<file path="src/rtl/trap_sequencer.sv">
// Machine-mode trap entry / MRET return sequencer beside csr_ehu in the XB stage.
// Build option: define VECTORED_MTVEC_EN to enable vectored interrupt targets (mtvec mode 2'b01).
module trap_sequencer #(
  parameter int IRQ_SYNC_STAGES = 2,
  parameter int DRAIN_CYCLES    = 2
) (
  input  logic        clk,
  input  logic        resetb,
  input  logic        XB_bubble,
  input  logic        exc_req,
  input  logic        mret_req,
  input  logic        irq_ext,
  input  logic        irq_sw,
  input  logic        irq_timer,
  input  logic        csr_mstatus_mie,
  input  logic [2:0]  csr_mie_bits,
  input  logic [31:0] csr_mtvec,
  input  logic [31:0] csr_mepc,
  input  logic [31:0] XB_pc,
  output logic        hold,
  output logic        flush,
  output logic        redirect,
  output logic [31:0] redirect_pc,
  output logic        mie_clear,
  output logic        mie_restore,
  output logic        irq_take,
  output logic [31:0] irq_epc,
  output logic [31:0] irq_cause
);

  localparam int CW = (DRAIN_CYCLES > 1) ? $clog2(DRAIN_CYCLES) : 1;

  typedef enum logic [1:0] {ST_IDLE, ST_TRAP, ST_RET, ST_DRAIN} state_t;

  state_t        state_r, state_nxt_s;
  logic [CW-1:0] cnt_r, cnt_nxt_s;
  logic [2:0]    sync_r [IRQ_SYNC_STAGES];
  logic [2:0]    irq_pend_s;
  logic [4:0]    irq_code_s;
  logic          accept_exc_s, accept_irq_s, accept_ret_s, accept_any_s;
  logic [31:0]   trap_base_s, trap_pc_s;

  logic          redirect_r, flush_r, mie_clear_r, mie_restore_r, irq_take_r;
  logic [31:0]   redirect_pc_r, irq_epc_r, irq_cause_r;

  // Irq synchroniser chain; bit order {ext, sw, timer} matches csr_mie_bits
  always_ff @(posedge clk or negedge resetb) begin
    if (!resetb) begin
      for (int i = 0; i < IRQ_SYNC_STAGES; i++) sync_r[i] <= 3'b000;
    end else begin
      sync_r[0] <= {irq_ext, irq_sw, irq_timer};
      for (int i = 1; i < IRQ_SYNC_STAGES; i++) sync_r[i] <= sync_r[i-1];
    end
  end

  assign irq_pend_s = {3{csr_mstatus_mie}} & sync_r[IRQ_SYNC_STAGES-1] & csr_mie_bits;

  // Fixed interrupt source priority EXT > SW > TIMER
  always_comb begin
    irq_code_s = 5'd0;
    if (irq_pend_s[2]) begin
      irq_code_s = 5'd11;
    end else if (irq_pend_s[1]) begin
      irq_code_s = 5'd3;
    end else if (irq_pend_s[0]) begin
      irq_code_s = 5'd7;
    end else begin
      irq_code_s = 5'd0;
    end
  end

  // Next-state, acceptance and drain counter
  always_comb begin
    state_nxt_s  = state_r;
    cnt_nxt_s    = cnt_r;
    accept_exc_s = 1'b0;
    accept_irq_s = 1'b0;
    accept_ret_s = 1'b0;
    case (state_r)
      ST_IDLE: begin
        if (exc_req) begin
          accept_exc_s = 1'b1;
          state_nxt_s  = ST_TRAP;
        end else if (mret_req && !XB_bubble) begin
          accept_ret_s = 1'b1;
          state_nxt_s  = ST_RET;
        end else if ((|irq_pend_s) && !XB_bubble) begin
          accept_irq_s = 1'b1;
          state_nxt_s  = ST_TRAP;
        end else begin
          state_nxt_s  = ST_IDLE;
        end
      end
      ST_TRAP, ST_RET: begin
        state_nxt_s = ST_DRAIN;
        cnt_nxt_s   = CW'(DRAIN_CYCLES - 1);
      end
      ST_DRAIN: begin
        if (cnt_r == CW'(0)) begin
          state_nxt_s = ST_IDLE;
        end else begin
          cnt_nxt_s   = cnt_r - CW'(1);
        end
      end
      default: begin
        state_nxt_s = ST_IDLE;
        cnt_nxt_s   = CW'(0);
      end
    endcase
  end

  assign accept_any_s = accept_exc_s | accept_irq_s | accept_ret_s;
  assign hold         = accept_any_s;
  assign trap_base_s  = {csr_mtvec[31:2], 2'b00};

`ifdef VECTORED_MTVEC_EN
  // Exceptions always use the base; only interrupts are vectored
  always_comb begin
    trap_pc_s = trap_base_s;
    if (accept_irq_s && (csr_mtvec[1:0] == 2'b01)) begin
      trap_pc_s = trap_base_s + {25'd0, irq_code_s, 2'b00};
    end else begin
      trap_pc_s = trap_base_s;
    end
  end
`else
  logic unused_mtvec_mode_s;
  assign unused_mtvec_mode_s = ^csr_mtvec[1:0];
  assign trap_pc_s           = trap_base_s;
`endif

  // State register and drain counter
  always_ff @(posedge clk or negedge resetb) begin
    if (!resetb) begin
      state_r <= ST_IDLE;
      cnt_r   <= CW'(0);
    end else begin
      state_r <= state_nxt_s;
      cnt_r   <= cnt_nxt_s;
    end
  end

  // Outputs registered from the next state so they line up with TRAP/RET/DRAIN
  always_ff @(posedge clk or negedge resetb) begin
    if (!resetb) begin
      redirect_r    <= 1'b0;
      flush_r       <= 1'b0;
      mie_clear_r   <= 1'b0;
      mie_restore_r <= 1'b0;
      irq_take_r    <= 1'b0;
      redirect_pc_r <= 32'h0;
      irq_epc_r     <= 32'h0;
      irq_cause_r   <= 32'h0;
    end else begin
      redirect_r    <= accept_any_s;
      flush_r       <= (state_nxt_s != ST_IDLE);
      mie_clear_r   <= accept_exc_s | accept_irq_s;
      mie_restore_r <= accept_ret_s;
      irq_take_r    <= accept_irq_s;
      if (accept_any_s) begin
        irq_epc_r     <= XB_pc;
        redirect_pc_r <= accept_ret_s ? csr_mepc : trap_pc_s;
        irq_cause_r   <= accept_irq_s ? {1'b1, 26'd0, irq_code_s} : 32'h0;
      end
    end
  end

  assign redirect    = redirect_r;
  assign flush       = flush_r;
  assign mie_clear   = mie_clear_r;
  assign mie_restore = mie_restore_r;
  assign irq_take    = irq_take_r;
  assign redirect_pc = redirect_pc_r;
  assign irq_epc     = irq_epc_r;
  assign irq_cause   = irq_cause_r;

endmodule
</file>
<file path="config.mk">
export PLATFORM = sky130hd
export DESIGN_NAME = trap_sequencer
export DESIGN_NICKNAME = d
export VERILOG_FILES = /design/src/rtl/trap_sequencer.sv
export SDC_FILE = /design/constraint.sdc
export NUM_CORES = 1
export LEC_CHECK = 0
export ABC_AREA = 1
export BUFFER_PORTS_ARGS = -buffer_cell sky130_fd_sc_hd__buf_2
export CAP_MARGIN = 20
export CORE_ASPECT_RATIO = 1.2
export CORE_MARGIN = 1.5
export CORE_UTILIZATION = 45
export DETAILED_ROUTE_END_ITERATION = 10
export PLACE_DENSITY = 0.81
export SLEW_MARGIN = 25
export SYNTH_ARGS = -nofsm -noshare
export SYNTH_HDL_FRONTEND = slang
export SYNTH_SLANG_ARGS = --single-unit
</file>
<file path="constraint.sdc">
create_clock -name clk -period 2.02 [get_ports clk]
set_clock_uncertainty 0.1 [all_clocks]
set_input_delay 0.202 -clock clk [delete_from_list [all_inputs] [get_ports clk]]
set_output_delay 0.202 -clock clk [all_outputs]
set_load 0.02 [all_outputs]
</file>
==> results.toml, run 1 <==
[global_route]
grt_pass1_vias = 3664
grt_max_degree = 65
antenna_found_initial = 0
grt-ovfl-total = 0
grt.total_usage = 0.235
grt_pass1_wl_um = 16900

[final_layout]
antenna-diode-count = 0
drive_gt1_frac = 0.325
nets = 786
area_growth_pct = 40.1
final_cells = 793
fin_area_um2 = 5430
utilization = 0.659
fillers = 692

[logic_synthesis]
synth.top_cell.area_share = 0.530
synth_area_leaders = "dfrtp_1, nand2_1, nand4_1"
synthCells = 467
synth_xor_xnor_area_share = 0
ys_async_sr_fraction = 1.00
synth-edff-count = 0
synth_compound_area_frac = 0.00517
synth_top_family_by_area = "simple AND/OR/NAND/NOR gates"
synth_ff_type = "dfrtp_1"
synth-seq-area-share = 0.530
synth_seq_cells = 82
synth_mux_area_frac = 0
synthSimpleGateAreaFrac = 0.351
syn_avg_cell_area_um2 = 8.29
synth_area_leader_cell = "dfrtp_1"
synth.distinct_cells = 20
synthTopCellsByCount = "nand2_1, dfrtp_1, nand4_1"
ys.warnings.count = 0
yosysMostFrequentCell = "nand2_1"
synth.cell_area_um2 = 3870
synth-adder-area-share = 0.00646

[power_and_ir_drop]
leakage_nw = 3.15
irDropWorstVdd_uv = 612
powerDensity_nw_per_um2 = 1340

[critical_path]
path_cells = "inv_2 -> ha_4 -> inv_2 -> nor2_4 -> nand2_2 -> nor2_4 -> inv_4 -> nand3_4 -> buf_6"
critical_path.max_stage_delay_ps = 400
worstSetupStartpointType = "register"
critical_path_class = "reg -> out"
crit_arrival_ps = 1630
cp-end-kind = "output pin"
cp.required_ps = 1720
ff2ff_path_depth = 12
crit_fanout = 3
critical-path-slowest-cell = "dfrtp_1"

[clock_network]
cts_root_buf = "clkbuf_8"
cts_tree = "built"
cts.sinks = 82
htreeDepth = 3
cts_buffer_depth = 2
clk_pin_slew_ps = 80
insertion_delay_ps = 340
cts_buffers = 9

[die]
core_area_um2 = 8240
dieArea_um2 = 9180
fp.dieH_um = 105
io_pins = 210
initial_utilization = 0.470
die_x_um = 87.7
rows = 36

[route]
dr.pass1.iters = 7
wirelength_um = 10600
vias = 3918
routed_via_density = 4.94
wire_per_inst_um = 13.4
ant_nets = 0
drt_iter0_markers = 177
drc = 0

[timing]
finalCritPeriodShare = 0.955
period_needed_ps = 1930
slew_violations = 0
max_freq_ghz = 0.518
relSlewSlack = 0.647
hold_viol_final = 0
worstMarginPinSlew_ps = 530
setup_viol = 0
setup_tns_ps = 0
holdWs_ps = 34.9

[placement]
postPlaceCellArea_um2 = 4790
portBuffers = 180
hpwlAfterDp_um = 7090
numPlacedInstances = 737
gp_congestion = 0.833

[worst_hold_path]
hold_path.class = "in -> reg"
worstHoldPathCells = 5

[status]
status = "finished, final reports clean"

[run]
cap_viol_max_count = 0
-- cell families (layout without fill, tap and decap cells) --
logic type | after synthesis | after routing
simple gates | 309 | 309
flops | 82 | 82
buf+inv | 69 | 255
compound gates | 4 | 4
fa+ha+maj | 2 | 2
other cells | 1 | 27
-- critical path, delay by kind of cell, from the launching register on --
kind	cells	cell delay (ps)
simple gates	4	390
fa+ha+maj	1	160
buf+inv	4	340
flops	1	400
-- through the flow --
stage | power [mW] | setup slack (ps)
floorplan | 4.82 | 297
global placement | 5.83 | 194
detailed placement | 5.96 | 109
CTS | 7.25 | 24.8
global route | 7.78 | -5.38
finish | 7.26 | 90.1
-- cell type report --
class | count | area [µm²] | share of cell area
inverter | 7 | 28.8 | 0.00530
multi-input combinational | 342 | 1540 | 0.284
clock inverter | 3 | 40.0 | 0.00737
tap | 114 | 143 | 0.0263
clock buffer | 11 | 151 | 0.0279
timing repair buffer | 234 | 1470 | 0.271
sequential | 82 | 2050 | 0.378
-- path summary, 6_finish.rpt --
kind	startpoint	end	slack, ps
max	state_r[1]	hold	90
min	csr_mtvec[15]	redirect_pc[15]	30
max reg2reg	state_r[1]	irq_epc[20]	160
min reg2reg	sync_r[3]	sync_r[0]	250
max in group asynchronous	resetb	sync_r[1]	920
min in group asynchronous	resetb	sync_r[5]	280
-- flip-flops by register name, summed over array words and instances, names as in the netlist --
signal,flops
irq_epc,32
cnt_r,1
mie_clear,1
redirect,1
flush,1
mie_restore,1
irq_take,1
state_r,2
sync_r,6
irq_cause,4
redirect_pc,32
-- per-layer routing --
layer	GRT usage	wire length [µm]
met1	0.289	4130
met2	0.394	5520
met3	0.0340	676
met4	0.124	284
met5	0	0
-- what timing repair did --
item	in CTS	in global routing
setup buffers	1	3
pin swaps	1	2
endpoints found under the hold margin	78	0
hold buffers	38	0
endpoints found under the setup margin	1	1
resized for setup	6	4
-- power by group --
group	internal, mW	leakage (nW)	switching, mW	total (mW)
Clock	0.621	0.101	0.534	1.15
Combinational	1.23	2.03	2.20	3.43
Sequential	2.32	1.02	0.349	2.67
-- cell usage in the layout, fill, tap and decap left out --
master / count
a21oi_1: 1
buf_12: 5
buf_2: 178
buf_4: 12
buf_6: 1
bufinv_16: 1
clkbuf_8: 11
clkinv_2: 2
conb_1: 27
dfrtp_1: 82
dlygate4sd3_1: 38
ha_1: 1
ha_4: 1
inv_1: 3
inv_2: 3
inv_4: 1
nand2_1: 226
nand2_2: 2
nand3_1: 6
nand3_2: 1
nand3_4: 1
nand4_1: 69
nor2_1: 1
nor2_4: 2
o21ai_0: 3
or2_0: 1
Power figures use the tool's default switching activity.
==> run 2, diff against run 1 <==
- CORE_MARGIN: 1.5 -> 4
==> results.toml, run 2 (synthesis results as in run 1) <==
[timing]
finalCritPeriodShare = 0.952
period_needed_ps = 1920
max_freq_ghz = 0.520
relSlewSlack = 0.655
hold_viol_final = 0
rsz0062_at_grt = "false"
worstMarginPinSlew_ps = 517
slew_violations = 0
setup_tns_ps = 0
setup_viol = 0

[clock_network]
cts_tree = "built"
insertion_delay_ps = 340
cts_buffers = 9
cts.sinks = 82
htreeDepth = 3
cts_root_buf = "clkbuf_8"
clk_pin_slew_ps = 80
cts_buffer_depth = 2

[critical_path]
path_buf_inv = 4
crit_fanout = 4
cp.required_ps = 1720
critical_path_class = "reg -> out"
cpLargestDelayFamily = "flip-flops"
worstSetupStartpointType = "register"
cp-end-kind = "output pin"
critical_path.max_stage_delay_ps = 400
crit_arrival_ps = 1620
path_cells = "inv_2 -> ha_4 -> inv_2 -> nor2_4 -> nand2_2 -> nor2_4 -> inv_4 -> nand3_4 -> buf_4"
critical-path-slowest-cell = "dfrtp_1"

[placement]
portBuffers = 180
gp_congestion = 0.794
hpwlAfterDp_um = 7270
numPlacedInstances = 734

[die]
rows = 36
core_area_um2 = 8240
initial_utilization = 0.470
dieArea_um2 = 10200
fp.dieH_um = 110
die_x_um = 92.7
io_pins = 210

[final_layout]
layout_common_cells = "nand2_1, buf_2, dfrtp_1"
antenna-diode-count = 0
final_common_cell = "nand2_1"
drive_gt1_frac = 0.321
multi_input_area_um2 = 1540
final_cells = 790
utilization = 0.658
fillers = 686
area_growth_pct = 39.9
nets = 782
ff_latch_area_um2 = 2050

[route]
drc = 0
vias = 3851
routed_via_density = 4.87
drt_iter0_markers = 166
wirelength_um = 10900
wire_per_inst_um = 13.8
dr.pass1.iters = 5
ant_nets = 0

[run]
cap_viol_max_count = 0

[power_and_ir_drop]
leakage_nw = 3.14
powerDensity_nw_per_um2 = 1350
irDropWorstVdd_uv = 573

[global_route]
antenna_found_initial = 0
grt-ovfl-total = 0
grt.total_usage = 0.214
grt_pass1_wl_um = 17200
grt_max_degree = 76
grt_pass1_vias = 3658

[status]
status = "finished, final reports clean"

[worst_hold_path]
hold_path.class = "in -> reg"
==> run 2: changes by cell type in the layout (fill, tap and decap cells not counted), sizes merged <==
cell | previous run | this run
clkinv | 2 | 1
clkbuf | 11 | 13
buf | 196 | 192
==> run 2: power breakdown <==
| group | switching, mW | leakage, nW | internal (mW) |
|---|---|---|---|
| clock | 0.536 | 0.106 | 0.665 |
| sequential | 0.358 | 1.02 | 2.32 |
| combinational | 2.20 | 2.01 | 1.22 |
| total | 3.09 | 3.14 | 4.21 |
==> run 2: layout make-up <==
class	count	share of cell area
Sequential cell	82	0.379
Multi-Input combinational cell	342	0.284
Timing Repair Buffer	230	0.268
Clock buffer	13	0.0312
Tap cell	114	0.0263
Clock inverter	2	0.00646
Inverter	7	0.00531
==> run 2: what timing repair did <==
item | CTS | global route
hold buffers | 38 | 0
gates resized for setup | 5 | 4
hold endpoints to repair | 76 | 0
pin swaps | 1 | 0
endpoints found under the setup margin | 1 | 11
setup buffers | 1 | 2
==> run 2: per-layer routing <==
layer	global-route usage	vias up	part of all wire
met1	0.266	1764	0.39
li1	-	1876	-
met5	0	-	0
met2	0.365	188	0.51
met3	0.0322	23	0.076
met4	0.106	0	0.027
==> run 2: final timing paths <==
| check | slack (ps) | depth (start not counted) | end | start |
|---|---|---|---|---|
| setup / recovery | 100 | 9 | hold | state_r[0] |
| hold / removal | 40 | 5 | redirect_pc[13] | csr_mtvec[13] |
| setup reg to reg | 180 | 12 | irq_epc[23] | state_r[0] |
| hold reg to reg | 260 | 0 | sync_r[1] | sync_r[4] |
| max in group asynchronous | 930 | 3 | redirect_pc[4] | resetb |
| min in group asynchronous | 280 | 2 | sync_r[3] | resetb |
==> run 2: worst min-delay path, cell delays in order <==
cell and delay, ps:
buf_2 70, nand2_1 40, nand2_1 50, nand2_1 40
nand2_1 40
==> run 2: stage by stage <==
stage,cell area (µm²),setup WS (ps),hold WS [ps],total power [mW]
2_1_floorplan,3970,297,-194,4.82
3_3_place_gp,4780,210,103,5.85
3_5_place_dp,4780,103,111,5.96
4_1_cts,5400,25.4,19.6,7.29
5_1_grt,5420,3.07,46.2,7.83
6_report,5420,97.1,42.3,7.30
